===== src/rtl/l1_mau_rr.sv =====
// Round-robin L1 memory access unit: arbitrates NCH requesters onto one Wishbone B4
// pipelined master, keeping an in-order outstanding FIFO between issue and response.
module l1_mau_rr #(
  parameter int unsigned NCH = 2,
  parameter int unsigned AW  = 32,
  parameter int unsigned DW  = 32,
  parameter int unsigned LW  = 256,
  parameter int unsigned OD  = 4
) (
  input  logic                  wb_clk_i,
  input  logic                  wb_rst_i,
  input  logic [NCH-1:0]        req_val,
  input  logic [NCH-1:0]        req_we,
  input  logic [NCH-1:0]        req_nc,
  input  logic [NCH*AW-1:0]     req_addr,
  input  logic [NCH*DW-1:0]     req_wdata,
  input  logic [NCH*(DW/8)-1:0] req_be,
  output logic [NCH-1:0]        req_ack,
  output logic [LW-1:0]         ack_data,
  output logic                  ack_err,
  output logic                  ack_we,
  output logic                  ack_nc,
  input  logic [DW-1:0]         wb_dat_i,
  input  logic                  wb_ack_i,
  input  logic                  wb_err_i,
  input  logic                  wb_stall_i,
  output logic [DW-1:0]         wb_dat_o,
  output logic [AW-1:0]         wb_adr_o,
  output logic [DW/8-1:0]       wb_sel_o,
  output logic                  wb_cyc_o,
  output logic                  wb_stb_o,
  output logic                  wb_we_o
);

  localparam int unsigned BW    = DW / 8;
  localparam int unsigned BEATS = LW / DW;
  localparam int unsigned CHW   = (NCH > 1) ? $clog2(NCH) : 1;
  localparam int unsigned CW    = $clog2(BEATS) + 1;
  localparam int unsigned AI    = $clog2(OD);
  localparam int unsigned PW    = AI + 1;
  localparam int unsigned LOFF  = $clog2(LW / 8);
  localparam int unsigned BOFF  = $clog2(BW);

  typedef enum logic [0:0] {StIdle, StIssue} state_e;

  // Outstanding FIFO storage
  logic [CHW-1:0] f_ch    [OD];
  logic           f_we    [OD];
  logic           f_nc    [OD];
  logic           f_multi [OD];
  logic [AW-1:0]  f_addr  [OD];
  logic [BW-1:0]  f_be    [OD];
  logic [DW-1:0]  f_wdata [OD];

  // wr: next push, iss: next entry to issue, rd: head awaiting responses
  logic [PW-1:0]  wr_ptr_q, wr_ptr_d;
  logic [PW-1:0]  iss_ptr_q, iss_ptr_d;
  logic [PW-1:0]  rd_ptr_q, rd_ptr_d;
  logic [PW-1:0]  count;
  logic           full;

  logic [CHW-1:0] ptr_q, ptr_d;
  logic [NCH-1:0] inflight_q, inflight_d;
  logic [NCH-1:0] elig;
  logic           gnt_val;
  logic [CHW-1:0] gnt_ch;
  logic [CHW:0]   rot_sum;
  logic [CHW-1:0] rot_ch;

  state_e         state_q, state_d;
  logic [CW-1:0]  iss_beat_q, iss_beat_d;
  logic [AI-1:0]  cur;
  logic           iss_last;
  logic [AW-1:0]  line_base;

  logic [CW-1:0]  rsp_beat_q, rsp_beat_d;
  logic           err_q, err_d;
  logic [AI-1:0]  head;
  logic           rsp;
  logic           rsp_last;
  logic           pop;
  logic [LW-1:0]  ack_data_q, ack_data_d;
  logic [NCH-1:0] req_ack_q, req_ack_d;
  logic           ack_err_q, ack_err_d;
  logic           ack_we_q, ack_we_d;
  logic           ack_nc_q, ack_nc_d;

  assign count = wr_ptr_q - rd_ptr_q;
  assign full  = (count == PW'(OD));
  assign elig  = req_val & ~inflight_q & {NCH{~full}};

  // Arbiter: walk offsets from the pointer downwards so the nearest eligible channel wins
  always_comb begin
    gnt_val = 1'b0;
    gnt_ch  = '0;
    rot_sum = '0;
    rot_ch  = '0;
    for (int j = NCH - 1; j >= 0; j--) begin
      rot_sum = {1'b0, ptr_q} + (CHW + 1)'(j);
      if (rot_sum >= (CHW + 1)'(NCH)) rot_sum = rot_sum - (CHW + 1)'(NCH);
      rot_ch = rot_sum[CHW-1:0];
      if (elig[rot_ch]) begin
        gnt_val = 1'b1;
        gnt_ch  = rot_ch;
      end
    end
  end

  always_comb begin
    ptr_d      = ptr_q;
    inflight_d = inflight_q & ~req_ack_q;
    wr_ptr_d   = wr_ptr_q;
    if (gnt_val) begin
      ptr_d              = (gnt_ch == CHW'(NCH - 1)) ? '0 : gnt_ch + CHW'(1);
      inflight_d[gnt_ch] = 1'b1;
      wr_ptr_d           = wr_ptr_q + PW'(1);
    end
  end

  always_ff @(posedge wb_clk_i) begin
    if (gnt_val) begin
      f_ch[wr_ptr_q[AI-1:0]]    <= gnt_ch;
      f_we[wr_ptr_q[AI-1:0]]    <= req_we[gnt_ch];
      f_nc[wr_ptr_q[AI-1:0]]    <= req_nc[gnt_ch];
      f_multi[wr_ptr_q[AI-1:0]] <= ~req_we[gnt_ch] & ~req_nc[gnt_ch];
      f_addr[wr_ptr_q[AI-1:0]]  <= req_addr[gnt_ch*AW +: AW];
      f_be[wr_ptr_q[AI-1:0]]    <= req_be[gnt_ch*BW +: BW];
      f_wdata[wr_ptr_q[AI-1:0]] <= req_wdata[gnt_ch*DW +: DW];
    end
  end

  // Issue side
  assign cur       = iss_ptr_q[AI-1:0];
  assign iss_last  = ~f_multi[cur] | (iss_beat_q == CW'(BEATS - 1));
  assign line_base = {f_addr[cur][AW-1:LOFF], {LOFF{1'b0}}};

  always_comb begin
    state_d    = state_q;
    iss_ptr_d  = iss_ptr_q;
    iss_beat_d = iss_beat_q;
    unique case (state_q)
      StIdle: begin
        if (iss_ptr_q != wr_ptr_q) state_d = StIssue;
      end
      StIssue: begin
        if (!wb_stall_i) begin
          if (iss_last) begin
            iss_beat_d = '0;
            iss_ptr_d  = iss_ptr_q + PW'(1);
            if (iss_ptr_d == wr_ptr_q) state_d = StIdle;
          end else begin
            iss_beat_d = iss_beat_q + CW'(1);
          end
        end
      end
      default: state_d = StIdle;
    endcase
  end

  always_comb begin
    wb_stb_o = (state_q == StIssue);
    wb_we_o  = wb_stb_o & f_we[cur];
    wb_adr_o = '0;
    wb_sel_o = '0;
    wb_dat_o = '0;
    if (wb_stb_o) begin
      wb_adr_o = f_multi[cur] ? line_base + (AW'(iss_beat_q) << BOFF) : f_addr[cur];
      wb_sel_o = f_multi[cur] ? {BW{1'b1}} : f_be[cur];
      if (f_we[cur]) wb_dat_o = f_wdata[cur];
    end
  end

  assign wb_cyc_o = (count != '0);

  // Response side
  assign head     = rd_ptr_q[AI-1:0];
  assign rsp      = (wb_ack_i | wb_err_i) & (count != '0);
  assign rsp_last = ~f_multi[head] | (rsp_beat_q == CW'(BEATS - 1));

  always_comb begin
    rsp_beat_d = rsp_beat_q;
    err_d      = err_q;
    ack_data_d = ack_data_q;
    req_ack_d  = '0;
    ack_err_d  = ack_err_q;
    ack_we_d   = ack_we_q;
    ack_nc_d   = ack_nc_q;
    pop        = 1'b0;
    if (rsp) begin
      ack_data_d = f_multi[head] ? {wb_dat_i, ack_data_q[LW-1:DW]} : LW'(wb_dat_i);
      if (rsp_last) begin
        pop                    = 1'b1;
        rsp_beat_d             = '0;
        err_d                  = 1'b0;
        req_ack_d[f_ch[head]]  = 1'b1;
        ack_err_d              = err_q | wb_err_i;
        ack_we_d               = f_we[head];
        ack_nc_d               = f_nc[head];
      end else begin
        rsp_beat_d = rsp_beat_q + CW'(1);
        err_d      = err_q | wb_err_i;
      end
    end
    rd_ptr_d = rd_ptr_q + PW'(pop);
  end

  always_ff @(posedge wb_clk_i or posedge wb_rst_i) begin
    if (wb_rst_i) begin
      wr_ptr_q   <= '0;
      iss_ptr_q  <= '0;
      rd_ptr_q   <= '0;
      ptr_q      <= '0;
      inflight_q <= '0;
      state_q    <= StIdle;
      iss_beat_q <= '0;
      rsp_beat_q <= '0;
      err_q      <= 1'b0;
      ack_data_q <= '0;
      req_ack_q  <= '0;
      ack_err_q  <= 1'b0;
      ack_we_q   <= 1'b0;
      ack_nc_q   <= 1'b0;
    end else begin
      wr_ptr_q   <= wr_ptr_d;
      iss_ptr_q  <= iss_ptr_d;
      rd_ptr_q   <= rd_ptr_d;
      ptr_q      <= ptr_d;
      inflight_q <= inflight_d;
      state_q    <= state_d;
      iss_beat_q <= iss_beat_d;
      rsp_beat_q <= rsp_beat_d;
      err_q      <= err_d;
      ack_data_q <= ack_data_d;
      req_ack_q  <= req_ack_d;
      ack_err_q  <= ack_err_d;
      ack_we_q   <= ack_we_d;
      ack_nc_q   <= ack_nc_d;
    end
  end

  assign req_ack  = req_ack_q;
  assign ack_data = ack_data_q;
  assign ack_err  = ack_err_q;
  assign ack_we   = ack_we_q;
  assign ack_nc   = ack_nc_q;

endmodule

===== config.mk =====
export PLATFORM = sky130hd
export DESIGN_NAME = l1_mau_rr
export DESIGN_NICKNAME = d
export VERILOG_FILES = /design/src/rtl/l1_mau_rr.sv
export SDC_FILE = /design/constraint.sdc
export NUM_CORES = 1
export LEC_CHECK = 0
export ABC_AREA = 1
export CAP_MARGIN = 20
export CORE_MARGIN = 10
export CORE_UTILIZATION = 45
export CTS_CLUSTER_SIZE = 25
export DETAILED_ROUTE_END_ITERATION = 12
export PLACE_DENSITY = 0.7
export REMOVE_ABC_BUFFERS = 1
export SLEW_MARGIN = 25
export SYNTH_ARGS = -nofsm -noshare
export SYNTH_HDL_FRONTEND = slang
export SYNTH_SLANG_ARGS = --single-unit

===== constraint.sdc =====
create_clock -name wb_clk_i -period 18.2 [get_ports wb_clk_i]
set_clock_uncertainty 0.2 [all_clocks]
set_input_delay 3.64 -clock wb_clk_i [delete_from_list [all_inputs] [get_ports wb_clk_i]]
set_output_delay 3.64 -clock wb_clk_i [all_outputs]
set_load 0.1 [all_outputs]

# Yosys cells after proc, flatten, opt, wreduce, memory -nomap -nowiden
# Memory sizes are Yosys's and may differ from the RTL's. A register that Yosys moved wholly into a read port is not among the register bits.
# Index checks and enable logic that the tools add are counted.
[word_totals]
register_bits = 281
ramBits = 288
output_inout_bits = 332
wordCells = 113
memories = 7
[op_classes]
addsub = 11
n_lt_le_gt_ge = 8
n_eq_ne = 5
n_shift = 3
mux = 41
bitwise_logic = 20
reduce_logical = 6
[mem_list]
columns = ["name", "depth", "word_bits", "rd", "rd_clocked_by_memory_dff", "write_ports", "line_no", "rtl"]
rows = [
  ["f_addr", 4, 32, 1, 0, 1, "51", "logic [AW-1:0] f_addr [OD];"],
  ["f_wdata", 4, 32, 1, 0, 1, "53", "logic [DW-1:0] f_wdata [OD];"],
  ["f_be", 4, 4, 1, 0, 1, "52", "logic [BW-1:0] f_be [OD];"],
  ["f_ch", 4, 1, 1, 0, 1, "47", "logic [CHW-1:0] f_ch [OD];"],
  ["f_multi", 4, 1, 2, 0, 1, "50", "logic f_multi [OD];"],
  ["f_nc", 4, 1, 1, 1, 1, "49", "logic f_nc [OD];"],
  ["+1 memories", "--", "--", "--", "--", "--", "--", ""],
]
[op_table]
columns = ["cell", "n"]
rows = [
  ["$mux 256", 1],
  ["$mux 32", 4],
  ["$shiftx 64x7->32", 2],
  ["$add 32x6->32", 1],
  ["$mux 1", 26],
  ["$mux 4", 4],
  ["$add 4x1->4 const B", 2],
  ["$eq 4x3->1 const B", 2],
  ["$lt 1x2->1 const B", 4],
  ["$shiftx 8x4->4", 1],
  ["$not 1->1", 7],
  ["$add 3x1->3 const B", 2],
  ["$and 2x2->2", 3],
  ["$mux 2", 3],
  ["$not 2->2", 2],
  ["$or 1x1->1", 4],
  ["$reduce_and 2->1", 2],
  ["$add 3x1->3", 1],
  ["$and 1x1->1", 3],
  ["$eq 3x3->1", 1],
  ["$eq 3x3->1 const B", 1],
  ["$ne 3x3->1", 1],
  ["$reduce_and 3->1", 1],
  ["$reduce_bool 3->1", 1],
  ["other kinds (11)", 15],
]

# Longest topological paths before layout
# Gate-level depths: netlist of the first run.
[logic_depth]
depth_word = 14
ltp_mapped = 17
mapped_depth_nobuf = 14

# Worst setup path before layout of the first run
# OpenSTA, ideal clock, no wires.
[synth_timing]
path_type = "register to output"
from = "register iss_ptr_q[0]"
to = "output port wb_adr_o[11]"
arrival_ps = 4310
required_time_ps = 14360
path_slack_ps = 10050
path_stages_with_launch = 13
n_path_buf = 4
path_cell_list = "dfrtp_1 buf_6 buf_2 buf_2 buf_2 o21ai_0 o22ai_1 ha_1 ha_1 nand3_1 nor2_2 nand3_2 a211oi_1"
[synth_via]
elab_chain_len = 4
[synth_lines]
columns = ["element", "line_no", "rtl"]
rows = [
  ["from (decl)", "57", "logic [PW-1:0] iss_ptr_q, iss_ptr_d;"],
  ["from (signal assigned)", "225", "iss_ptr_q <= iss_ptr_d;"],
  ["$mem_v2 4x32", "--", ""],
  ["$add 32x6->32", "167", "wb_adr_o = f_multi[cur] ? line_base + (AW'(iss_beat_q) << BOFF) : f_addr[cur];"],
  ["$mux 32 *", "167", ""],
  ["$mux 32 *", "166", "if (wb_stb_o) begin"],
  ["to (decl)", "28", "output logic [AW-1:0] wb_adr_o,"],
]
# Mark *: on every way between the ends. The rest lies on a longest branch, timed or not.

# Final worst setup path of the first run
[layout_timing]
from = "register iss_ptr_q[0]"
to = "output port wb_adr_o[15]"
# The elaborated chain is that of the path after synthesis.

==> implementation parameters, run 1 <==
Parameter                              Value

Cells and area
  Final net count ... 3144
  Leading cell type in the layout, fill and taps excluded ... sky130_fd_sc_hd__nand2_1
  Final Util ... 59.3%
  Leading cell types in the layout, fill and taps excluded ... sky130_fd_sc_hd__nand2_1, sky130_fd_sc_hd__clkdlybuf4s50_1, sky130_fd_sc_hd__edfxtp_1, sky130_fd_sc_hd__dfrtp_1, sky130_fd_sc_hd__nor2_1
  Share of layout cells above drive strength 1 ... around 5%
  Area added between synthesis and finish ... 29.9%

Critical path
  Worst Path Required ... 14.36 ns
  Crit path cell chain ... buf_4 > o21ai_0 > o22ai_1 > ha_1 > ha_1 > nand3_1 > nor2_2 > nand3_2 > nor2_2 > o21ai_0 > a21oi_1 > clkdlybuf4s50_1
  Endpoint of the lowest-slack register-to-register path ... ack_data[49]
  Slowest CP cell ... sky130_fd_sc_hd__clkdlybuf4s50_1
  Launching element type of the critical path ... flop
  Critical path fanouts, max ... 73
  Endpoint arrival time on the critical path ... 5.40 ns
  Reg2reg start ... rd_ptr_q[1]
  Maximum single-stage delay on the critical path ... roughly 1.2 ns
  Minimum setup slack among reg-to-reg paths ... about 14 ns
  Category of the critical setup timing path ... flop to output pin
  Reg2reg path depth ... 10
  Kind of end point of the critical path ... output pin

Timing
  F_max ... 0.108 GHz
  TNS Setup ... 0 ns
  Actual transition at the worst max-transition pin ... about 1.1 ns
  Number of max-slew violations in the final report ... 0
  RSZ-0062 raised after global routing ... no
  Period utilization ... 50.8%
  Worst-case headroom to the max-slew limit ... 24.4%
  Count of endpoints failing hold in the final timing report ... 0
  Final setup fails ... 0
  Final critical path time including I/O delays and setup ... 9.24 ns

Route
  Detail-routed net length per standard cell ... roughly 20 µm
  DRT iter0 DRCs ... 1647
  Detailed Route WL ... 73.3 mm
  Final routed DRC violation total ... 0
  DRT antenna net count ... 0
  Mean number of vias per cell ... ~5.4
  Vias after detailed routing ... 19933
  Detailed-router iteration count before antenna repair ... 6

Logic synthesis
  Share of flip-flops with an asynchronous set or reset after synthesis ... 49.6%
  EDFF count, synth ... approximately 290
  Most common flop cell mapped by yosys ... sky130_fd_sc_hd__edfxtp_1
  Post-Syn Instances ... 2521
  Area of the mapped netlist ... approximately 25000 µm²
  Yosys Warn Count ... 0
  Cell variety after synth ... 43
  Sequential share of the synthesized area ... approximately 64%
  Flip-flop and latch count after synthesis ... 571
  Post-Synthesis Mean Instance Area ... 9.79 µm²

Clock network
  Clock tree from TritonCTS ... built
  Root buffer selected by CTS ... sky130_fd_sc_hd__clkbuf_16
  Count of cells resized by post-cts repair ... 0
  Num CTS Buffers ... 57
  Maximum root-to-sink buffer count ... 3
  Clk_lat worst skew ... 0.61 ns
  Clock slew seen by the registers of the worst setup and hold paths ... 0.06 ns
  Post-CTS setup repair buffer count ... 0
  Clock sink total ... 571
  Hold-fix buffers at CTS ... 0
  CTS HTree Levels ... 2

Floorplan
  Placeable Area ... around 54000 µm²
  Die Width ... 254 µm
  Initial core utilization ... 45.7%
  Vertical die dimension ... between 200 and 300 µm
  Top-Level Pins ... approximately 510
  Overall die area ... around 65000 µm²
  Number of placement rows ... 85

Place
  Half-perimeter wire length of the detailed placement result ... 49.8 mm
  GP Congestion ... about 0.9
  Total of buffers placed on input and output ports ... a little over 500

GRT
  Global-route wire length before repair ... 111 mm
  Antenna violations before repair ... 6
  GRT Total Usage ... 21.6%
  GRT Residual Overflow ... 0
  Vias in the first global route ... 18928
  Maximum number of pins on one net before global-route repair ... 189

Run status
  Result of the run ... complete, no violations

Job
  Max_cap viols ... 0

Worst hold path
  Worst Hold End ... inflight_q[1]
  Hold Crit Class ... flop to flop
  Worst hold start ... req_ack[1]
  Depth of the worst hold-timing path ... 1
-- through the flow --
| stage | worst slack (ns) | instance area, µm² | hold WS [ns] | instances |
|---|---|---|---|---|
| finish | 8.96 | 32100 | 0.243 | 3693 |
| global route | 8.68 | 32100 | 0.263 | 3692 |
| CTS | 9.00 | 32000 | 0.255 | 3687 |
| detailed placement | 9.67 | 30100 | 0.249 | 3586 |
| global placement | 9.80 | 30100 | 0.242 | 3586 |
| floorplan | 6.55 | 23900 | 0.257 | 2362 |
-- worst max path at each step --
stage | start | end | slack [ns]
global placement | iss_ptr_q[0] | wb_adr_o[15] | 9.80
CTS | iss_ptr_q[0] | wb_adr_o[15] | 9.00
detailed placement | iss_ptr_q[0] | wb_adr_o[15] | 9.67
global route | iss_ptr_q[0] | wb_adr_o[15] | 8.68
finish | iss_ptr_q[0] | wb_adr_o[15] | 8.96
floorplan | wb_rst_i | ack_data[0] | 6.55
-- final cells by class --
class,count,area (µm²)
antenna,3,7.51
clock buffer,76,1580
clock inverter,25,334
fill,4415,22000
inverter,156,608
multi-input combinational,1635,7620
sequential,571,15700
tap,696,871
timing repair buffer,531,5300
-- state kept, by name, summed over array words and instances (netlist names), 3 cells and up --
register	cells
ack_data	256
f_addr	128
f_be	16
f_ch	4
f_multi	4
f_nc	4
f_wdata	128
f_we	4
iss_beat_q	4
iss_ptr_q	3
rd_ptr_q	3
rsp_beat_q	4
wr_ptr_q	3
-- cell usage after synthesis (2+ instances only) --
library cell,number,area share [%]
sky130_fd_sc_hd__a31oi_1,33,0.84
sky130_fd_sc_hd__clkbuf_1,64,0.97
sky130_fd_sc_hd__o21a_1,5,0.15
sky130_fd_sc_hd__inv_2,4,0.061
sky130_fd_sc_hd__nand2_2,4,0.10
sky130_fd_sc_hd__buf_4,12,0.37
sky130_fd_sc_hd__nor2_1,267,4.1
sky130_fd_sc_hd__edfxtp_1,288,35
sky130_fd_sc_hd__nor2_4,4,0.18
sky130_fd_sc_hd__nor2_2,9,0.23
sky130_fd_sc_hd__o31ai_1,98,3.0
sky130_fd_sc_hd__xor2_1,7,0.25
sky130_fd_sc_hd__a21oi_1,58,1.2
sky130_fd_sc_hd__xnor2_1,3,0.11
sky130_fd_sc_hd__o211ai_1,3,0.091
sky130_fd_sc_hd__nor3_1,9,0.18
sky130_fd_sc_hd__ha_1,13,0.66
sky130_fd_sc_hd__a211oi_1,2,0.061
sky130_fd_sc_hd__o21ai_0,252,5.1
sky130_fd_sc_hd__buf_6,7,0.32
sky130_fd_sc_hd__buf_2,71,1.4
sky130_fd_sc_hd__nand3_2,2,0.081
sky130_fd_sc_hd__buf_1,5,0.076
sky130_fd_sc_hd__dfrtp_1,283,29
sky130_fd_sc_hd__nand3_1,165,3.3
sky130_fd_sc_hd__inv_1,149,2.3
sky130_fd_sc_hd__o22ai_1,11,0.28
sky130_fd_sc_hd__nand4_1,6,0.15
sky130_fd_sc_hd__nand2_1,673,10
-- kinds of logic after synthesis --
| family | after synthesis | synth area share [%] |
|---|---|---|
| adder cells (fa/ha/maj) | 13 | 0.659 |
| XOR/XNOR | 10 | 0.355 |
| AO/OA/AOI/OAI | 468 | 10.9 |
| buffers and inverters | 315 | 5.58 |
| AND/OR/NAND/NOR | 1144 | 18.7 |
| flip-flops | 571 | 63.7 |
-- worst max-delay path: cells and delay by family, from the launching register on --
kind / cells / cell delay [ns]
buffers and inverters: 2 / 1.91
DFF: 1 / 0.93
and+or+nand+nor: 4 / 0.72
adders and majority gates: 2 / 0.46
AOI/OAI and AO/OA: 4 / 0.69
-- per-layer routing --
metal / routed length [µm] / track usage [%] / vias up
met4: 1880 / 6.79 / 6
met5: 34 / 0 / -
met2: 35100 / 35.9 / 850
met3: 6620 / 5.53 / 117
met1: 29600 / 27.4 / 9616
li1: - / - / 9344
Power of run 1 is left out: the tool's default activity adds up to more than one toggle a clock period on the data nets, which glitch-free logic cannot reach.
==> inputs of run 2 (changes only) <==
Clock period 18.2 ns to 8.9 ns, I/O delays scaled along.
==> implementation parameters, run 2 (synthesis results as in run 1) <==
Parameter                              Value

Clock network
  Hold-fix buffers at CTS ... 0
  Post-CTS setup repair buffer count ... 0
  Clock sink total ... 571
  Clk_lat worst skew ... 0.61 ns
  Maximum root-to-sink buffer count ... 3
  Root buffer selected by CTS ... sky130_fd_sc_hd__clkbuf_16
  Count of cells resized by post-cts repair ... 0
  Num CTS Buffers ... 57
  Clock slew seen by the registers of the worst setup and hold paths ... 0.06 ns
  CTS HTree Levels ... 2
  Clock tree from TritonCTS ... built

GRT
  Global-route wire length before repair ... 111 mm
  GRT Residual Overflow ... 0
  Layer with the highest usage after global routing ... met2
  Global-route met1 utilization ... 27.6%
  Global-route track usage on met2 ... about a third
  Maximum number of pins on one net before global-route repair ... 150
  Antenna violations before repair ... 7
  GRT Total Usage ... 21.9%
  Vias in the first global route ... 19060
  Met3 track utilization from global routing ... 5.63%

Timing
  RSZ-0062 raised after global routing ... no
  Actual transition at the worst max-transition pin ... around 1.1 ns
  Final critical path time including I/O delays and setup ... 7.30 ns
  Number of max-slew violations in the final report ... 0
  Period utilization ... around 80%
  F_max ... 0.137 GHz
  Worst-case headroom to the max-slew limit ... 26.1%
  Final setup fails ... 0
  Count of endpoints failing hold in the final timing report ... 0

Critical path
  Maximum single-stage delay on the critical path ... 1.15 ns
  Launching element type of the critical path ... flop
  Kind of end point of the critical path ... output pin
  Category of the critical setup timing path ... flop to output pin
  Endpoint arrival time on the critical path ... 5.32 ns
  Slowest CP cell ... sky130_fd_sc_hd__clkdlybuf4s50_1
  Crit path cell chain ... inv_6 > o21ai_0 > o22ai_1 > ha_1 > ha_1 > nand3_1 > nor2_2 > nand3_2 > nor2_2 > o21ai_0 > a21oi_1 > clkdlybuf4s50_1
  Minimum setup slack among reg-to-reg paths ... 4.59 ns
  Worst Path Required ... 6.92 ns
  Critical path fanouts, max ... 143

Cells and area
  Final net count ... about 3100
  Leading cell types in the layout, fill and taps excluded ... sky130_fd_sc_hd__nand2_1, sky130_fd_sc_hd__clkdlybuf4s50_1, sky130_fd_sc_hd__edfxtp_1, sky130_fd_sc_hd__dfrtp_1, sky130_fd_sc_hd__nor2_1
  Share of layout cells above drive strength 1 ... 5.17%
  Finished Cell Area ... about 32000 µm²
  Area added between synthesis and finish ... 29.8%
  Leading cell type in the layout, fill and taps excluded ... sky130_fd_sc_hd__nand2_1
  Max reg flops ... 256

Floorplan
  Placeable Area ... 54000 µm²
  Number of placement rows ... 85
  Initial core utilization ... 45.7%
  Top-Level Pins ... 511
  Vertical die dimension ... 254 µm
  Die Width ... 254 µm
  Overall die area ... 64600 µm²

Place
  Total of buffers placed on input and output ports ... 510
  Half-perimeter wire length of the detailed placement result ... 50.1 mm
  GP Congestion ... 0.883
  Post-DP Area ... about 30000 µm²

Route
  Vias after detailed routing ... 19718
  Mean number of vias per cell ... 5.32
  Detailed Route WL ... 73.1 mm
  DRT iter0 DRCs ... 1607
  Detailed-router iteration count before antenna repair ... 6
  DRT antenna net count ... 0
  Detail-routed net length per standard cell ... 19.7 µm
  Final routed DRC violation total ... 0

Worst hold path
  Hold Crit Class ... flop to flop

Job
  Max_cap viols ... 0

Run status
  Result of the run ... complete, no violations
## run 2: path summary, 6_finish.rpt
| path | to | cells after the start | startpoint |
|---|---|---|---|
| setup / recovery | wb_adr_o[15] | 12 | iss_ptr_q[0] |
| hold / removal | inflight_q[1] | 1 | req_ack[1] |
| setup reg to reg | ack_data[175] | 10 | rd_ptr_q[1] |
| hold reg to reg | inflight_q[1] | 1 | req_ack[1] |
| max in group asynchronous | ack_data[151] | 3 | wb_rst_i |
| min in group asynchronous | ack_data[252] | 2 | wb_rst_i |
## run 2: metal layers
layer	share of wire (%)	wire, µm	up-vias
met3	8.8	6450	139
met4	3.5	2530	4
met1	41	29700	9391
met5	0.029	21	-
met2	47	34400	821
li1	-	-	9363
## run 2: worst max-delay path, delay by kind of cell (launching register included)
family	cells	cell delay [ns]
buffers and inverters	2	1.96
flip-flops	1	0.82
AND/OR/NAND/NOR	4	0.68
AO/OA/AOI/OAI	4	0.65
adder cells (fa/ha/maj)	2	0.44
## run 2: metrics by stage
stage	setup slack, ns	hold slack, ns	TNS (ns)	std cells	utilization, %
floorplan	-0.887	0.257	-251.09	2362	-
global placement	2.31	0.241	0	3586	55.7
detailed placement	2.24	0.251	0	3588	55.7
CTS	1.57	0.255	0	3695	59.2
global route	1.11	0.262	0	3701	59.3
finish	1.60	0.254	0	3703	59.3
## run 2: final cells by class
cell class	instances	area [µm²]
Inverter	156	608
Multi-Input combinational cell	1635	7620
Tap cell	696	871
Clock buffer	80	1660
Sequential cell	571	15700
Timing Repair Buffer	531	5290
Antenna cell	7	17.5
Clock inverter	27	243
Fill cell	4436	22000
Power of run 2 is left out for the same reason.
